### config.mk
export PLATFORM = sky130hd
export DESIGN_NAME = i2c_addr_route_ctrl_flat
export DESIGN_NICKNAME = d
export VERILOG_FILES = /design/src/rtl/i2c_addr_route_ctrl_if.sv /design/src/rtl/i2c_addr_route_ctrl.sv /design/src/flat_wrapper.sv
export SDC_FILE = /design/constraint.sdc
export NUM_CORES = 1
export LEC_CHECK = 0
export CAP_MARGIN = 0
export CORE_MARGIN = 3
export CORE_UTILIZATION = 25
export CTS_BUF_LIST = sky130_fd_sc_hd__clkbuf_4 sky130_fd_sc_hd__clkbuf_8
export CTS_CLUSTER_DIAMETER = 40
export DETAILED_ROUTE_END_ITERATION = 7
export PLACE_DENSITY_LB_ADDON = 0.12
export SYNTH_ARGS = -nofsm -noshare
export SYNTH_HDL_FRONTEND = slang
export SYNTH_SLANG_ARGS = --single-unit
export TNS_END_PERCENT = 50
### constraint.sdc
create_clock -name ICE_CLK -period 2.2 [get_ports ICE_CLK]
set_input_delay 0.44 -clock ICE_CLK [delete_from_list [all_inputs] [get_ports ICE_CLK]]
set_output_delay 0.44 -clock ICE_CLK [all_outputs]
set_load 0.01 [all_outputs]
### src/rtl/i2c_addr_route_ctrl_if.sv
// Merged I2C bus levels plus routing/status outputs of the address router.
// The slave modport is the router's view; master is the bus/top-level view.
interface i2c_addr_route_ctrl_if;
    logic       scl_di;
    logic       sda_di;
    logic       passthrough_enable;
    logic       pass_en;
    logic       local_sel;
    logic [7:0] addr_byte;
    logic       addr_valid;
    logic       bus_busy;
    logic       timeout;

    modport slave (
        input  scl_di, sda_di, passthrough_enable,
        output pass_en, local_sel, addr_byte, addr_valid, bus_busy, timeout
    );

    modport master (
        output scl_di, sda_di, passthrough_enable,
        input  pass_en, local_sel, addr_byte, addr_valid, bus_busy, timeout
    );
endinterface

### src/rtl/i2c_addr_route_ctrl.sv
// I2C interception sequencer: decodes START/address/STOP on the merged bus and
// decides whether the peripheral passthrough stays open for each transaction.
module i2c_addr_route_ctrl #(
    parameter logic [6:0]  LOCAL_ADDR     = 7'h42,
    parameter int unsigned FILTER_LEN     = 4,
    parameter int unsigned TIMEOUT_CYCLES = 24000000
) (
    input  logic                   ICE_CLK,
    input  logic                   rst_n,
    i2c_addr_route_ctrl_if.slave   bus
);

    localparam int unsigned FCW = 4;
    localparam int unsigned TW  = $clog2(TIMEOUT_CYCLES + 1);

    typedef enum logic [2:0] {
        ST_IDLE,
        ST_ADDR,
        ST_ACK,
        ST_PASS,
        ST_LOCAL
    } state_t;

    logic           scl_s1_q, scl_s1_d, scl_s2_q, scl_s2_d;
    logic           sda_s1_q, sda_s1_d, sda_s2_q, sda_s2_d;
    logic [FCW-1:0] scl_cnt_q, scl_cnt_d, sda_cnt_q, sda_cnt_d;
    logic           scl_f_q, scl_f_d, sda_f_q, sda_f_d;
    logic           scl_p_q, scl_p_d, sda_p_q, sda_p_d;

    state_t         state_q, state_d;
    logic [2:0]     bit_cnt_q, bit_cnt_d;
    logic [7:0]     shift_q, shift_d;
    logic           match_q, match_d;
    logic           ack_rise_q, ack_rise_d;
    logic [TW-1:0]  tmo_cnt_q, tmo_cnt_d;

    logic           pass_en_q, pass_en_d;
    logic           local_sel_q, local_sel_d;
    logic [7:0]     addr_byte_q, addr_byte_d;
    logic           addr_valid_q, addr_valid_d;
    logic           bus_busy_q, bus_busy_d;
    logic           timeout_q, timeout_d;

    logic           start_c, stop_c, scl_rise_c, scl_fall_c, tmo_hit_c;
    logic [7:0]     byte_c;

    // Synchronizers and per-line glitch filters.
    always_comb begin
        scl_s1_d  = bus.scl_di;
        scl_s2_d  = scl_s1_q;
        sda_s1_d  = bus.sda_di;
        sda_s2_d  = sda_s1_q;
        scl_f_d   = scl_f_q;
        sda_f_d   = sda_f_q;
        scl_cnt_d = '0;
        sda_cnt_d = '0;
        scl_p_d   = scl_f_q;
        sda_p_d   = sda_f_q;
        if (scl_s2_q != scl_f_q) begin
            if (scl_cnt_q == FCW'(FILTER_LEN - 1)) scl_f_d = scl_s2_q;
            else                                   scl_cnt_d = scl_cnt_q + FCW'(1);
        end
        if (sda_s2_q != sda_f_q) begin
            if (sda_cnt_q == FCW'(FILTER_LEN - 1)) sda_f_d = sda_s2_q;
            else                                   sda_cnt_d = sda_cnt_q + FCW'(1);
        end
    end

    assign start_c    = scl_f_q & scl_p_q & sda_p_q & ~sda_f_q;
    assign stop_c     = scl_f_q & scl_p_q & ~sda_p_q & sda_f_q;
    assign scl_rise_c = scl_f_q & ~scl_p_q;
    assign scl_fall_c = ~scl_f_q & scl_p_q;
    assign tmo_hit_c  = (tmo_cnt_q == TW'(TIMEOUT_CYCLES));
    assign byte_c     = {shift_q[6:0], sda_f_q};

    // Transaction sequencer; bus conditions beat the timeout, which beats SCL edges.
    always_comb begin
        state_d      = state_q;
        bit_cnt_d    = bit_cnt_q;
        shift_d      = shift_q;
        match_d      = match_q;
        ack_rise_d   = ack_rise_q;
        addr_byte_d  = addr_byte_q;
        addr_valid_d = 1'b0;
        timeout_d    = 1'b0;

        if (state_q == ST_IDLE || start_c || stop_c || scl_rise_c || scl_fall_c)
            tmo_cnt_d = '0;
        else if (!tmo_hit_c)
            tmo_cnt_d = tmo_cnt_q + TW'(1);
        else
            tmo_cnt_d = tmo_cnt_q;

        if (start_c) begin
            state_d    = ST_ADDR;
            bit_cnt_d  = '0;
            shift_d    = '0;
            match_d    = 1'b0;
            ack_rise_d = 1'b0;
        end else if (stop_c) begin
            state_d = ST_IDLE;
        end else if (state_q != ST_IDLE && tmo_hit_c) begin
            state_d   = ST_IDLE;
            timeout_d = 1'b1;
        end else begin
            case (state_q)
                ST_ADDR: begin
                    if (scl_rise_c) begin
                        shift_d = byte_c;
                        if (bit_cnt_q == 3'd7) begin
                            addr_byte_d  = byte_c;
                            addr_valid_d = 1'b1;
                            match_d      = (byte_c[7:1] == LOCAL_ADDR);
                            ack_rise_d   = 1'b0;
                            state_d      = ST_ACK;
                        end else begin
                            bit_cnt_d = bit_cnt_q + 3'd1;
                        end
                    end
                end
                ST_ACK: begin
                    if (scl_rise_c)
                        ack_rise_d = 1'b1;
                    else if (scl_fall_c && ack_rise_q)
                        state_d = match_q ? ST_LOCAL : ST_PASS;
                end
                default: ;
            endcase
        end

        // Outputs follow the next state so they switch on the same edge as the state.
        pass_en_d   = bus.passthrough_enable & (state_d != ST_LOCAL);
        local_sel_d = (state_d == ST_LOCAL);
        bus_busy_d  = (state_d != ST_IDLE);
    end

    always_ff @(posedge ICE_CLK or negedge rst_n) begin
        if (!rst_n) begin
            scl_s1_q     <= 1'b1;
            scl_s2_q     <= 1'b1;
            sda_s1_q     <= 1'b1;
            sda_s2_q     <= 1'b1;
            scl_cnt_q    <= '0;
            sda_cnt_q    <= '0;
            scl_f_q      <= 1'b1;
            sda_f_q      <= 1'b1;
            scl_p_q      <= 1'b1;
            sda_p_q      <= 1'b1;
            state_q      <= ST_IDLE;
            bit_cnt_q    <= '0;
            shift_q      <= '0;
            match_q      <= 1'b0;
            ack_rise_q   <= 1'b0;
            tmo_cnt_q    <= '0;
            pass_en_q    <= 1'b0;
            local_sel_q  <= 1'b0;
            addr_byte_q  <= 8'h00;
            addr_valid_q <= 1'b0;
            bus_busy_q   <= 1'b0;
            timeout_q    <= 1'b0;
        end else begin
            scl_s1_q     <= scl_s1_d;
            scl_s2_q     <= scl_s2_d;
            sda_s1_q     <= sda_s1_d;
            sda_s2_q     <= sda_s2_d;
            scl_cnt_q    <= scl_cnt_d;
            sda_cnt_q    <= sda_cnt_d;
            scl_f_q      <= scl_f_d;
            sda_f_q      <= sda_f_d;
            scl_p_q      <= scl_p_d;
            sda_p_q      <= sda_p_d;
            state_q      <= state_d;
            bit_cnt_q    <= bit_cnt_d;
            shift_q      <= shift_d;
            match_q      <= match_d;
            ack_rise_q   <= ack_rise_d;
            tmo_cnt_q    <= tmo_cnt_d;
            pass_en_q    <= pass_en_d;
            local_sel_q  <= local_sel_d;
            addr_byte_q  <= addr_byte_d;
            addr_valid_q <= addr_valid_d;
            bus_busy_q   <= bus_busy_d;
            timeout_q    <= timeout_d;
        end
    end

    assign bus.pass_en    = pass_en_q;
    assign bus.local_sel  = local_sel_q;
    assign bus.addr_byte  = addr_byte_q;
    assign bus.addr_valid = addr_valid_q;
    assign bus.bus_busy   = bus_busy_q;
    assign bus.timeout    = timeout_q;

endmodule

### src/flat_wrapper.sv
// flat-port wrapper written by rule: the top's interface ports become plain ports
module i2c_addr_route_ctrl_flat 
#(
    parameter logic [6:0]  LOCAL_ADDR     = 7'h42,
    parameter int unsigned FILTER_LEN     = 4,
    parameter int unsigned TIMEOUT_CYCLES = 24000000
)
  (ICE_CLK, rst_n, bus_scl_di, bus_sda_di, bus_passthrough_enable, bus_pass_en, bus_local_sel, bus_addr_byte, bus_addr_valid, bus_bus_busy, bus_timeout);
  i2c_addr_route_ctrl_if bus_i ();
  input  logic ICE_CLK;
  input  logic rst_n;
  input wire logic [$bits(bus_i.scl_di)-1:0] bus_scl_di;
  input wire logic [$bits(bus_i.sda_di)-1:0] bus_sda_di;
  input wire logic [$bits(bus_i.passthrough_enable)-1:0] bus_passthrough_enable;
  output wire logic [$bits(bus_i.pass_en)-1:0] bus_pass_en;
  output wire logic [$bits(bus_i.local_sel)-1:0] bus_local_sel;
  output wire logic [$bits(bus_i.addr_byte)-1:0] bus_addr_byte;
  output wire logic [$bits(bus_i.addr_valid)-1:0] bus_addr_valid;
  output wire logic [$bits(bus_i.bus_busy)-1:0] bus_bus_busy;
  output wire logic [$bits(bus_i.timeout)-1:0] bus_timeout;
  assign bus_i.scl_di = bus_scl_di;
  assign bus_i.sda_di = bus_sda_di;
  assign bus_i.passthrough_enable = bus_passthrough_enable;
  assign bus_pass_en = bus_i.pass_en;
  assign bus_local_sel = bus_i.local_sel;
  assign bus_addr_byte = bus_i.addr_byte;
  assign bus_addr_valid = bus_i.addr_valid;
  assign bus_bus_busy = bus_i.bus_busy;
  assign bus_timeout = bus_i.timeout;
  i2c_addr_route_ctrl #(.LOCAL_ADDR(LOCAL_ADDR), .FILTER_LEN(FILTER_LEN), .TIMEOUT_CYCLES(TIMEOUT_CYCLES)) u_core (.ICE_CLK(ICE_CLK), .rst_n(rst_n), .bus(bus_i));
endmodule
---- Word-level counts from Yosys, hierarchy flattened ----
Cells that the tools add are included.
operators by class
  multiplexer cells ....................... 48
  add/subtract/negate cells ............... 4
  bitwise operators ....................... 15
  reduce and logical (&&, ||, !) cells .... 20
  eq/ne operators ......................... 18
operators with widths
  cell                     number
  $mux W25                 2
  $mux W3                  14
  $mux W7                  5
  $add A25 B1 Y25 const B  1
  $eq A25 B25 Y1 const B   1
  $mux W1                  21
  $mux W4                  4
  $reduce_and A6 Y1        2
  $reduce_and A5 Y1        2
  $ne A3 B1 Y1 const B     3
  $reduce_bool A3 Y1       3
  $add A4 B1 Y4 const B    2
  $and A1 B1 Y1            8
  $eq A4 B2 Y1 const B     2
  $eq A7 B7 Y1 const B     1
  $not A1 Y1               7
  $eq A3 B3 Y1 const B     2
  $ne A2 B1 Y1 const B     3
  $pmux W3 S2              1
  $reduce_bool A2 Y1       3
  $logic_or A1 B1 Y1       4
  $reduce_and A2 Y1        2
  $reduce_and A4 Y1        1
  $add A3 B1 Y3 const B    1
  8 further kinds          10
word-level totals
  input bits .............................. 5
  register bits after elaboration ......... 69
  word-level logic and storage cells ...... 127
  output and inout port bits .............. 13

---- Logic depth before layout (Yosys ltp) ----
  word-level depth ........................ 11
  gate-level depth with buffers ........... 9
  mapped depth without buffers ............ 8

---- Worst setup path before layout ----
No wires, ideal clock.
  path kind ............................... register to register
  from .................................... reg u_core.tmo_cnt_q[0]
  to ...................................... reg u_core.addr_byte_q[0] (netlist: u_core.bus.addr_byte[0])
  required time ........................... 2.075 ns
  setup time .............................. 0.125 ns
  period minus slack after synthesis ...... 2.134 ns
  cell stages (with the launch flop) ...... 9
  arrival time ............................ 2.009 ns
  setup slack ............................. 0.066 ns
  buffers on the path ..................... 1
  cell sequence ........................... dfrtp_1 > inv_1 > ha_1 > nor4b_1 > nand4_1 > or2_0 > buf_6 > o21ai_4 > mux2_2
between the ends
  cells in the longest elaborated chain, start to end .. 4
ends and longest elaborated chain
  element                      line                        source
  start: declaration           i2c_addr_route_ctrl.sv:35   logic [TW-1:0] tmo_cnt_q, tmo_cnt_d;
  start signal: assignment     i2c_addr_route_ctrl.sv:177  tmo_cnt_q <= tmo_cnt_d;
  $eq A25 B25 Y1               i2c_addr_route_ctrl.sv:73   assign tmo_hit_c = (tmo_cnt_q == TW'(TIMEOUT_CYCLES));
  $logic_and A1 B1 Y1          i2c_addr_route_ctrl.sv:102  end else if (state_q != ST_IDLE && tmo_hit_c) begin
  $not A1 Y1 (no line)         -
  $reduce_and A6 Y1 (no line)  -
  end signal: assignment       i2c_addr_route_ctrl.sv:180  addr_byte_q <= addr_byte_d;
  end: declaration             i2c_addr_route_ctrl.sv:39   logic [7:0] addr_byte_q, addr_byte_d;
No other way between the ends.
A chain may end at the register's enable or synchronous reset.

---- Final worst setup path ----
  from .................................... reg u_core.tmo_cnt_q[22]
  to ...................................... reg u_core.addr_byte_q[6] (netlist: u_core.bus.addr_byte[6])
Same word-level chain as after synthesis.

==> results.toml <==
[status]
status = "completed"

[clocking]
cts_root_buf = "clkbuf_8"
cts_buffer_depth = 2
htreeDepth = 3
clkSlewWorstSetupHoldPaths_ns = 0.07
cts.sink_count = 69
clock_latency_ns = 0.35
numCtsBuffers = 9
postCtsSetupBuffers = 0
tritoncts = "done"
post_cts_resized = 0
holdBufCountCts = 0

[worst_setup_path]
critPathTopFamily = "simple AND/OR/NAND/NOR gates"
crit_chain = "nand4_1, or4_4, or2_1, o21ai_4, buf_12, mux2_2"
worst-path-max-fanout = 10
crit_buf_inv = 1
cpPeakStageDelay_ns = 0.47
end_kind = "register"
crit_path_top_delay_cell = "or4_4"
worstPathArrival_ns = 2.32
cp.required_ns = 2.44
worstSetupPathType = "register to register"
cp-start-kind = "register"

[floorplan]
io_pins = 18
start_util_pct = 26.1
num_rows = 40
chipWidth_um = 119
coreArea_sq_um = 12200
dieArea_sq_um = 14100
die-height_um = 119

[timing]
final.setup.tns_ns = 0
slew_headroom_pct = 65.7
worst_pin_slew_ns = 0.514
skew_ns = 0.0116
maxSlewViolCount = 0
setup_viol = 0
hold_ws_ns = 0.0551
timing.final.crit_period_ns = 2.09
rsz0062_at_grt = "no"
final.setup.worst_slack_ns = 0.112
max_freq_ghz = 0.479
final.period_utilization_pct = 94.9
final-hold-violation-count = 0

[placement]
port_buffers = 17
dp_slack_ns = 0.0731
gp_congestion = 0.731
dp_hpwl_um = 4880

[drt]
vias = 2282
drtAntennaViolNets = 0
drt_first_pass_iters = 4
drtIter0Drc = 155
routed_wl_um = 6890
avgViaCountPerCell = 4.42
wl_per_cell_um = 13.3
drc = 0

[pwr]
peakVddDrop_v = 0.000439
p_leak_nw = 1.73
powerDensity_nw_per_um2 = 901
finalPower_w = 0.00361

[layout]
syn_to_final_growth_pct = 26.0
final_common_cell = "dfrtp_1"
layout_common_cells = "dfrtp_1 (61), nor2_1 (35), buf_4 (29), nand2_1 (18), clkdlybuf4s50_1 (16)"
antenna_cells = 0
nets = 354
drive_gt1_share_pct = 21.6

[logic_synthesis]
synthesis.nets = 303
ys_ff_latch = 69
syn-cell-area_sq_um = 3180
synth.distinct_cells = 45
synth-edff-count = 0
synth_warnings = 0
ys_seq_area_share_pct = 54.6
async_flop_share_pct = 100
ys.flop_type = "dfrtp_1"
syn_area_per_cell_sq_um = 10.9
synthCells = 292

[run]
drv_cap = 0

[global_routing]
grt_pass1_wl_um = 11900
grt_max_degree = 39
grt_antenna_before_repair = 0
track_usage_pct = 10.6
first_global_vias = 2349
grt.overflow.total = 0

[min_path]
min_path_type = "input pin to asynchronous set/reset pin"
==> cells by family after synthesis <==
kind of cell,share of synthesized area [%]
multiplexers,6.33
AND/OR/NAND/NOR,21.9
AO/OA/AOI/OAI,6.49
buffers and inverters,2.52
adder cells (fa/ha/maj),2.36
flip-flops,54.6
XOR/XNOR,5.78
==> state kept, by name, summed over array words and instances (netlist names), 3 cells and up <==
signal and cells:
u_core.sda_cnt_q 4, u_core.scl_cnt_q 4, u_core.state_q 3, u_core.bit_cnt_q 3, u_core.tmo_cnt_q 25, u_core.shift_q 7, u_core.bus.addr_byte 8
==> power by group <==
group	total, W	switching [W]	internal, W
Sequential	0.00158	0.000134	0.00145
Clock	0.00118	0.000491	0.000686
Combinational	0.000850	0.000483	0.000367
==> Yosys cell counts (all sizes together) (4+ instances only) <==
cell type  instances  area (sq um)
xnor2             10          87.6
mux2               9           101
mux2i             10           100
nor3b              6          45.0
or3                6          40.0
nor4b              4          35.0
nor3               9          45.0
dfstp              8           210
clkbuf             4          15.0
nand3              9          45.0
dfrtp             61          1530
or4                4          33.8
ha                 6          75.1
a21oi             12          60.1
o21ai             11          66.3
nor4               4          25.0
nand4             13          81.3
xor2              11          96.3
inv               10          37.5
nand2             18          67.6
nor2              35           131
nor2b              4          25.0
==> metrics by stage <==
step                util [%]  instances  cell area [sq um]
floorplan                  -        292               3180
global placement        30.9        500               3770
detailed placement      30.9        500               3770
CTS                     32.7        516               4000
global route            32.8        516               4010
finish                  32.8        516               4010
==> final timing paths <==
path,depth (start not counted),from,endpoint,slack (ns)
max in group asynchronous,2,rst_n,u_core.tmo_cnt_q[11]$_DFFE_PN0P_,1.50
worst min-delay path,1,rst_n,u_core.tmo_cnt_q[6]$_DFFE_PN0P_,0.06
worst max-delay path,6,u_core.tmo_cnt_q[22]$_DFFE_PN0P_,u_core.bus.addr_byte[6]$_DFFE_PN0P_,0.11
worst max register to register,6,u_core.tmo_cnt_q[22]$_DFFE_PN0P_,u_core.bus.addr_byte[6]$_DFFE_PN0P_,0.11
min in group ICE_CLK,0,u_core.sda_s1_q$_DFF_PN1_,u_core.sda_s2_q$_DFF_PN1_,0.36
worst min register to register,0,u_core.sda_s1_q$_DFF_PN1_,u_core.sda_s2_q$_DFF_PN1_,0.36
==> area by class of cell <==
cell class / count / area, sq um
multi-input combinational: 206 / 1380
clock buffer: 11 / 145
tap: 168 / 210
timing repair buffer: 47 / 418
inverter: 10 / 37.5
fill: 1286 / 8200
sequential: 69 / 1740
clock inverter: 5 / 82.6
==> metal layers <==
metal | wire length (um) | up-vias | GRT usage (%)
met2 | 3170 | 35 | 16.3
li1 | - | 1138 | -
met5 | 0 | - | 0
met4 | 163 | 0 | 4.56
met3 | 223 | 13 | 3.18
met1 | 3330 | 1096 | 13.8
(Power assumes the default switching activity.)
